--- src/rtl/vga_game_pkg.sv ---
// Shared definitions for the VGA game blocks: screen geometry, coordinate width,
// game FSM encoding and the obstacle LFSR feedback taps.
package vga_game_pkg;

  localparam int          H_ACTIVE_PX = 1920;
  localparam int          V_ACTIVE_PX = 1080;
  localparam int          COORD_W     = 12;
  localparam logic [15:0] LFSR_TAPS   = 16'hB400;

  typedef enum logic [1:0] {
    IDLE   = 2'd0,
    RUN    = 2'd1,
    PAUSED = 2'd2,
    HALT   = 2'd3
  } state_t;

endpackage

--- src/rtl/obstacle_scroller_if.sv ---
// Control inputs and position/score outputs between the game controller and the
// obstacle scroller; the master drives controls, the slave (scroller) drives outputs.
interface obstacle_scroller_if;
  import vga_game_pkg::*;

  logic               tick;
  logic               start;
  logic               pause;
  logic               collision;
  logic [COORD_W-1:0] obst_x;
  logic [COORD_W-1:0] obst_y;
  logic               respawn;
  logic               running;
  logic [15:0]        score;

  modport master (
    output tick, start, pause, collision,
    input  obst_x, obst_y, respawn, running, score
  );

  modport slave (
    input  tick, start, pause, collision,
    output obst_x, obst_y, respawn, running, score
  );

endinterface

--- src/rtl/lfsr16.sv ---
// Free-running 16-bit Galois LFSR; shifts right every clock and folds the taps in
// when the bit shifted out is one.
module lfsr16
  import vga_game_pkg::*;
#(
  parameter logic [15:0] SEED = 16'hACE1
) (
  input  logic        clk_148Mhz,
  input  logic        reset,
  output logic [15:0] q
);

  logic [15:0] r_lfsr;
  logic [15:0] w_next;

  for (genvar gi = 0; gi < 15; gi++) begin : g_tap
    assign w_next[gi] = r_lfsr[gi+1] ^ (LFSR_TAPS[gi] & r_lfsr[0]);
  end
  assign w_next[15] = LFSR_TAPS[15] & r_lfsr[0];

  always_ff @(posedge clk_148Mhz or posedge reset) begin
    if (reset) begin
      r_lfsr <= SEED;
    end else begin
      r_lfsr <= w_next;
    end
  end

  assign q = r_lfsr;

endmodule

--- src/rtl/obstacle_scroller.sv ---
// Moves one obstacle right-to-left by STEP pixels per divider tick; on leaving the
// left edge it respawns at the right edge on an LFSR-chosen row and bumps the score.
module obstacle_scroller
  import vga_game_pkg::*;
#(
  parameter int          H_ACTIVE    = H_ACTIVE_PX,
  parameter int          STEP        = 8,
  parameter int          Y_MIN       = 256,
  parameter int          Y_SPAN_LOG2 = 9,
  parameter logic [15:0] LFSR_SEED   = 16'hACE1
) (
  input  logic                clk_148Mhz,
  input  logic                reset,
  obstacle_scroller_if.slave  bus
);

  localparam logic [COORD_W-1:0] C_H_ACTIVE = COORD_W'(H_ACTIVE);
  localparam logic [COORD_W-1:0] C_STEP     = COORD_W'(STEP);
  localparam logic [COORD_W-1:0] C_Y_MIN    = COORD_W'(Y_MIN);

  state_t             r_state;
  logic [COORD_W-1:0] r_x;
  logic [COORD_W-1:0] r_y;
  logic               r_respawn;
  logic               r_running;
  logic [15:0]        r_score;
  logic [15:0]        w_lfsr;
  logic               w_lfsr_unused;

  lfsr16 #(
    .SEED (LFSR_SEED)
  ) u_lfsr (
    .clk_148Mhz (clk_148Mhz),
    .reset      (reset),
    .q          (w_lfsr)
  );

  // Only the low Y_SPAN_LOG2 bits choose the row; the rest just keep the sequence long.
  assign w_lfsr_unused = &{1'b0, w_lfsr[15:Y_SPAN_LOG2]};

  always_ff @(posedge clk_148Mhz or posedge reset) begin
    if (reset) begin
      r_state   <= IDLE;
      r_x       <= C_H_ACTIVE;
      r_y       <= C_Y_MIN;
      r_respawn <= 1'b0;
      r_running <= 1'b0;
      r_score   <= 16'd0;
    end else begin
      r_respawn <= 1'b0;
      case (r_state)
        IDLE, HALT: begin
          if (bus.start) begin
            r_state   <= RUN;
            r_running <= 1'b1;
            r_x       <= C_H_ACTIVE;
            r_score   <= 16'd0;
          end
        end
        RUN: begin
          // Collision outranks pause, which outranks a move on the same cycle.
          if (bus.collision) begin
            r_state   <= HALT;
            r_running <= 1'b0;
          end else if (bus.pause) begin
            r_state   <= PAUSED;
            r_running <= 1'b0;
          end else if (bus.tick) begin
            if (r_x >= C_STEP) begin
              r_x <= r_x - C_STEP;
            end else begin
              r_x       <= C_H_ACTIVE;
              r_y       <= C_Y_MIN + COORD_W'(w_lfsr[Y_SPAN_LOG2-1:0]);
              r_respawn <= 1'b1;
              if (r_score != 16'hFFFF) begin
                r_score <= r_score + 16'd1;
              end
            end
          end
        end
        PAUSED: begin
          if (!bus.pause) begin
            r_state   <= RUN;
            r_running <= 1'b1;
          end
        end
        default: begin
          r_state   <= IDLE;
          r_running <= 1'b0;
        end
      endcase
    end
  end

  assign bus.obst_x  = r_x;
  assign bus.obst_y  = r_y;
  assign bus.respawn = r_respawn;
  assign bus.running = r_running;
  assign bus.score   = r_score;

endmodule

--- src/flat_wrapper.sv ---
// flat-port wrapper written by rule: the top's interface ports become plain ports
module obstacle_scroller_flat import vga_game_pkg::*;
#(
  parameter int          H_ACTIVE    = H_ACTIVE_PX,
  parameter int          STEP        = 8,
  parameter int          Y_MIN       = 256,
  parameter int          Y_SPAN_LOG2 = 9,
  parameter logic [15:0] LFSR_SEED   = 16'hACE1
)
  (clk_148Mhz, reset, bus_tick, bus_start, bus_pause, bus_collision, bus_obst_x, bus_obst_y, bus_respawn, bus_running, bus_score);
  obstacle_scroller_if bus_i ();
  input  logic clk_148Mhz;
  input  logic reset;
  input wire logic [$bits(bus_i.tick)-1:0] bus_tick;
  input wire logic [$bits(bus_i.start)-1:0] bus_start;
  input wire logic [$bits(bus_i.pause)-1:0] bus_pause;
  input wire logic [$bits(bus_i.collision)-1:0] bus_collision;
  output wire logic [$bits(bus_i.obst_x)-1:0] bus_obst_x;
  output wire logic [$bits(bus_i.obst_y)-1:0] bus_obst_y;
  output wire logic [$bits(bus_i.respawn)-1:0] bus_respawn;
  output wire logic [$bits(bus_i.running)-1:0] bus_running;
  output wire logic [$bits(bus_i.score)-1:0] bus_score;
  assign bus_i.tick = bus_tick;
  assign bus_i.start = bus_start;
  assign bus_i.pause = bus_pause;
  assign bus_i.collision = bus_collision;
  assign bus_obst_x = bus_i.obst_x;
  assign bus_obst_y = bus_i.obst_y;
  assign bus_respawn = bus_i.respawn;
  assign bus_running = bus_i.running;
  assign bus_score = bus_i.score;
  obstacle_scroller #(.H_ACTIVE(H_ACTIVE), .STEP(STEP), .Y_MIN(Y_MIN), .Y_SPAN_LOG2(Y_SPAN_LOG2), .LFSR_SEED(LFSR_SEED)) u_core (.clk_148Mhz(clk_148Mhz), .reset(reset), .bus(bus_i));
endmodule
--- config.mk ---
export PLATFORM = sky130hd
export DESIGN_NAME = obstacle_scroller_flat
export DESIGN_NICKNAME = d
export VERILOG_FILES = /design/src/rtl/vga_game_pkg.sv /design/src/rtl/obstacle_scroller_if.sv /design/src/rtl/lfsr16.sv /design/src/rtl/obstacle_scroller.sv /design/src/flat_wrapper.sv
export SDC_FILE = /design/constraint.sdc
export NUM_CORES = 1
export LEC_CHECK = 0
export CORE_MARGIN = 8
export CORE_UTILIZATION = 60
export DETAILED_ROUTE_END_ITERATION = 7
export DONT_BUFFER_PORTS = 1
export PLACE_DENSITY = 0.84
export REMOVE_ABC_BUFFERS = 1
export SYNTH_ARGS = -nofsm -noshare
export SYNTH_HDL_FRONTEND = slang
export SYNTH_SLANG_ARGS = --single-unit
--- constraint.sdc ---
create_clock -name clk_148Mhz -period 4.9 [get_ports clk_148Mhz]
set_input_delay 0.49 -clock clk_148Mhz [delete_from_list [all_inputs] [get_ports clk_148Mhz]]
set_output_delay 0.49 -clock clk_148Mhz [all_outputs]
set_load 0.05 [all_outputs]
== Word level (Yosys, flattened, before mapping) ==
Index checks and enable logic that the tools add are counted.
Operators by class
  bitwise logic cells: 6
  $lt $le $gt $ge: 1
  eq/ne operators: 12
  mux-type cells: 28
  add/subtract/negate cells: 3
  reduce and logical (&&, ||, !) cells: 7
Operator list (count)
  $mux 16: 6
  $mux 12: 5
  $pmux 16 s2: 1
  $pmux 12 s2: 1
  $add 16x1->16 const B: 1
  $ne 16x16->1 const B: 1
  $ge 12x4->1 const B: 1
  $ne 2x2->1 const B: 6
  $sub 12x4->12 const B: 1
  $add 9x9->10 const A: 1
  $reduce_and 5->1: 2
  $mux 1: 9
  $mux 2: 4
  $reduce_and 7->1: 1
  $pmux 2 s3: 1
  $eq 2x2->1 const B: 2
  $ne 3x3->1 const B: 1
  $not 1->1: 3
  $pmux 1 s3: 1
  $reduce_and 3->1: 1
  $xor 1x1->1: 3
  $eq 2x1->1 const B: 1
  $logic_not 2->1: 1
  $ne 2x1->1 const B: 1
  other kinds (2): 2
Storage, ports and cells
  output and inout port bits: 42
  bits of input ports: 6
  bits in registers: 60

== Longest topological paths before layout ==
  depth after elaboration: 7
  gate-level depth with buffers: 9
  depth with buffers taken out: 7

== Modules after synthesis ==
Synthesis repeated with hierarchy kept, for this count alone.
Unflattened totals
  cell total of the unflattened synthesis: 247
  area total of the unflattened synthesis: 2618.8 um^2
Modules (own cells, without submodules)
  obstacle_scroller: sequential area each 982.2 um^2, area an instance 2080.7 um^2, instances 1, cells each 214
  lfsr16: sequential area each 410.4 um^2, area an instance 538.0 um^2, instances 1, cells each 33

== Worst setup path before layout ==
OpenSTA, ideal clock, no wires.
  kind: reg-to-reg
  start point: reg u_core.r_x[6], in the netlist u_core.bus.obst_x[6]
  end point: reg u_core.r_score[13], in the netlist u_core.bus.score[13]
  library setup time: 120 ps
  slack: 2432 ps
  stages on the path, launching flop included: 7
  buffers on the path: 1
  arrival: 2347 ps
  cell sequence: dfrtp_1 > or4_4 > o31a_1 > buf_6 > nor4_4 > a31oi_1 > a41o_1
Between the ends
  word-level cells in the longest chain between the ends: 3
Ends and longest elaborated chain
  start: declaration: RTL line obstacle_scroller.sv:22  | logic [COORD_W-1:0] r_x;
  start signal: assignment: RTL line obstacle_scroller.sv:70  | r_x <= r_x - C_STEP;
  $ge 12x4->1: RTL line obstacle_scroller.sv:69  | if (r_x >= C_STEP) begin
  $ne 2x2->1 (no source line)
  $reduce_and 7->1 (no source line)
  end signal: assignment: RTL line obstacle_scroller.sv:76  | r_score <= r_score + 16'd1;
  end: declaration: RTL line obstacle_scroller.sv:26  | logic [15:0] r_score;
Every way passes these cells.
A chain may end at the register's enable or synchronous reset.

== Worst setup path after layout ==
  start point: reg u_core.r_x[3], in the netlist u_core.bus.obst_x[3]
  end point: reg u_core.r_score[7], in the netlist u_core.bus.score[7]
The elaborated chain is that of the path after synthesis.

==> impl_metrics.csv <==
group,metric,value,unit
run_status,status,"complete, no violations",
worst_setup_path,startpoint_type,"flip-flop",
clock_tree,h-tree-depth,2,
drt,wl_per_cell,16.4,um
worst_setup_path,r2r_cells,5,
finish,drive_gt1_share,17.6,%
finish,fin_cells,271,
logic_synthesis,ys_seq_elements,55,
worst_setup_path,worst-r2r-setup-slack,2240,ps
drt,routed_via_density,5.82,
clock_tree,numClockSinks,55,
worst_setup_path,reg2reg_to,"u_core.bus.score[7]",
worst_setup_path,path_cells,"or4_1 -> o31a_1 -> nor4_4 -> a21oi_1 -> a31o_2",
power_and_ir_drop,fin_total_pwr,0.00137,W
sta,period_needed,2660,ps
logic_synthesis,synth.top_cell.area_share,42.6,%
logic_synthesis,ys.flop_type,"dfrtp_1",
placed_design,place.detailed.hpwl,3.16,mm
clock_tree,clk_pin_slew_worst_paths,100,ps
sta,finalSetupViolations,0,
floorplan,coreArea,3970,um^2
grt,grt_start_max_net_pins,56,
sta,fmax,0.375,GHz
floorplan,die_y,80.1,um
logic_synthesis,synth.distinct_cells,46,
finish,nNetsFinal,230,
logic_synthesis,synth_edf_count,0,
power_and_ir_drop,cellLeakagePower,1.22,nW
sta,fin_skew,7.48,ps
drt,dr.pass1.iters,4,
grt,track_usage,14.5,%
drt,initialDrtViolationCount,73,
worst_setup_path,critPathRequiredTime,5110,ps
sta,final.setup.tns,0,ps
finish,nFillCells,299,
drt,ant_nets,0,
logic_synthesis,synthCells,216,
logic_synthesis,synth_top_area_cell,"dfrtp_1",
floorplan,rows,23,
worst_setup_path,crit_arrival,2870,ps
worst_setup_path,crit_slowest_cell,"or4_1",
clock_tree,insertion_delay,310,ps
sta,hold_viol,0,
clock_tree,post_cts_buffers,0,
finish,syn2layout_area_growth,6.04,%
placed_design,portBuffers,0,
logic_synthesis,ys_warn_count,0,
placed_design,place_area,2500,um^2
worst_setup_path,crit_start,"u_core.bus.obst_x[3]",
clock_tree,cts-resized-gates,0,
floorplan,die_x,80.1,um
clock_tree,cts_hold_buf,0,
grt,grt_pass1_vias,1462,
drt,route.detailed.drc,0,
floorplan,start_util,62.1,%
worst_setup_path,worstPathMaxFanout,11,
grt,grt_first_pass_wirelength,7.36,mm
logic_synthesis,ys_seq_area_share,56.5,%
logic_synthesis,syn-cell-area,2470,um^2
finish,final_cell_area,2620,um^2
clock_tree,cts_buffers,5,
placed_design,place.gp.congestion,0.776,
placed_design,pre_cts_ws,2260,ps
floorplan,die_area,6420,um^2
worst_setup_path,critPathKind,"reg -> reg",
min_path,worstHoldPathType,"in -> async",
clock_tree,cts_buffer_depth,2,
placed_design,dp_cells,263,
logic_synthesis,netlist_top_cells_area,"dfrtp_1, dfstp_2, mux2_2, nor2_1, xor2_1",
sta,slew_viol_final,0,
drt,vias,1576,
logic_synthesis,syn_avg_cell_area,11.4,um^2
sta,rsz0062_at_grt,"false",
sta,period_share,54.4,%
grt,antenna_found_initial,0,
job,drv_cap,0,
clock_tree,cts_root_buffer,"clkbuf_8",
drt,drt-total-wl,4.46,mm
worst_setup_path,reg2reg_from,"u_core.bus.obst_x[3]",
worst_setup_path,cp-end-kind,"flip-flop",
logic_synthesis,async_flop_share,100,%
power_and_ir_drop,p_per_area,522,nW/um^2
sta,max_slew.worst_pin.slew,671,ps
finish,diodes,0,
worst_setup_path,slowest_delay,630,ps
sta,slew_headroom,55.3,%
sta,fin_ws,2240,ps
power_and_ir_drop,peakVddDrop,0.000208,V
clock_tree,cts_tree,"done",
floorplan,pin_count,48,
grt,overflow,0,
## logic make-up after synthesis
| kind of cell | share of synthesized area [%] |
|---|---|
| adders and majority gates | 2.03 |
| other | 0.152 |
| DFF | 56.5 |
| buffers and inverters | 4.36 |
| and+or+nand+nor | 18.7 |
| xor gates and xnor gates | 4.97 |
| AOI/OAI and AO/OA | 8.02 |
| muxes | 5.33 |
## worst max-delay path, delay by kind of cell (launching register included)
family / cells / cell delay [ps]
compound gates: 3 / 800
flops: 1 / 620
simple gates: 2 / 1130
## layer usage
layer / up-vias / share of wire, % / GRT usage, %
li1: 749 / - / -
met1: 784 / 45 / 18.8
met2: 38 / 46 / 21.1
met3: 5 / 8.3 / 5.80
met4: 0 / 1.3 / 5.45
met5: - / 0 / 0
## flip-flops by register name (all words and copies together), names as in the netlist
register,flops
u_core.bus.score,16
u_core.u_lfsr.q,16
u_core.bus.obst_y,10
u_core.bus.obst_x,9
u_core.r_state,2
u_core.bus.respawn,1
u_core.bus.running,1
## cell usage in the layout, fill, tap and decap left out, drive strengths merged, types with 3 or more instances in the layout
cell type   n
a21oi       8
nor2       19
inv        14
nand4       5
xnor2       6
nor4        6
nor3        4
mux2i       3
o21ai       7
ha          4
nand3       9
conb        5
clkbuf      5
nand2b      5
and3        3
nand2      15
dfrtp      42
mux2        9
a21o        3
dfstp      13
xor2        8
## cell usage after synthesis, types with 4 or more instances
master,instances
nor3_1,4
nand2_1,15
xor2_1,8
dfstp_2,13
nand2b_1,5
nor2_1,19
a21oi_1,8
ha_1,4
nand3_1,9
mux2_2,9
nand4_1,5
dfrtp_1,42
inv_1,12
buf_4,5
o21ai_0,6
xnor2_1,6
## report_power, final
part           leakage (nW)  switching (W)  internal, W
clock network        0.0607       0.000158     0.000158
registers             0.708       0.000207     0.000515
logic                 0.451       0.000215     0.000113
total                  1.22       0.000580     0.000785
## cell type report
cell class,instances,area (um^2),share of cell area (%)
Clock inverter,3,50.0,1.91
Clock buffer,5,68.8,2.63
Sequential cell,55,1390,53.3
Tap cell,50,62.6,2.39
Inverter,12,45.0,1.72
Multi-Input combinational cell,144,981,37.5
Timing Repair Buffer,2,15.0,0.574
## per-stage QoR
stage	util, %	hold slack [ps]
floorplan	-	331
finish	65.8	237
detailed placement	62.9	348
CTS	65.8	255
global route	65.8	296
global placement	62.9	334
## worst max-delay path by stage
stage                           endpoint  slack (ps)  cells past startpoint
floorplan           u_core.bus.score[13]        2460                      5
global placement    u_core.bus.score[13]        2320                      5
detailed placement  u_core.bus.score[13]        2260                      5
CTS                 u_core.bus.score[13]        2250                      5
global route        u_core.bus.score[13]        2050                      8
finish               u_core.bus.score[7]        2240                      5
(Power assumes the default switching activity.)
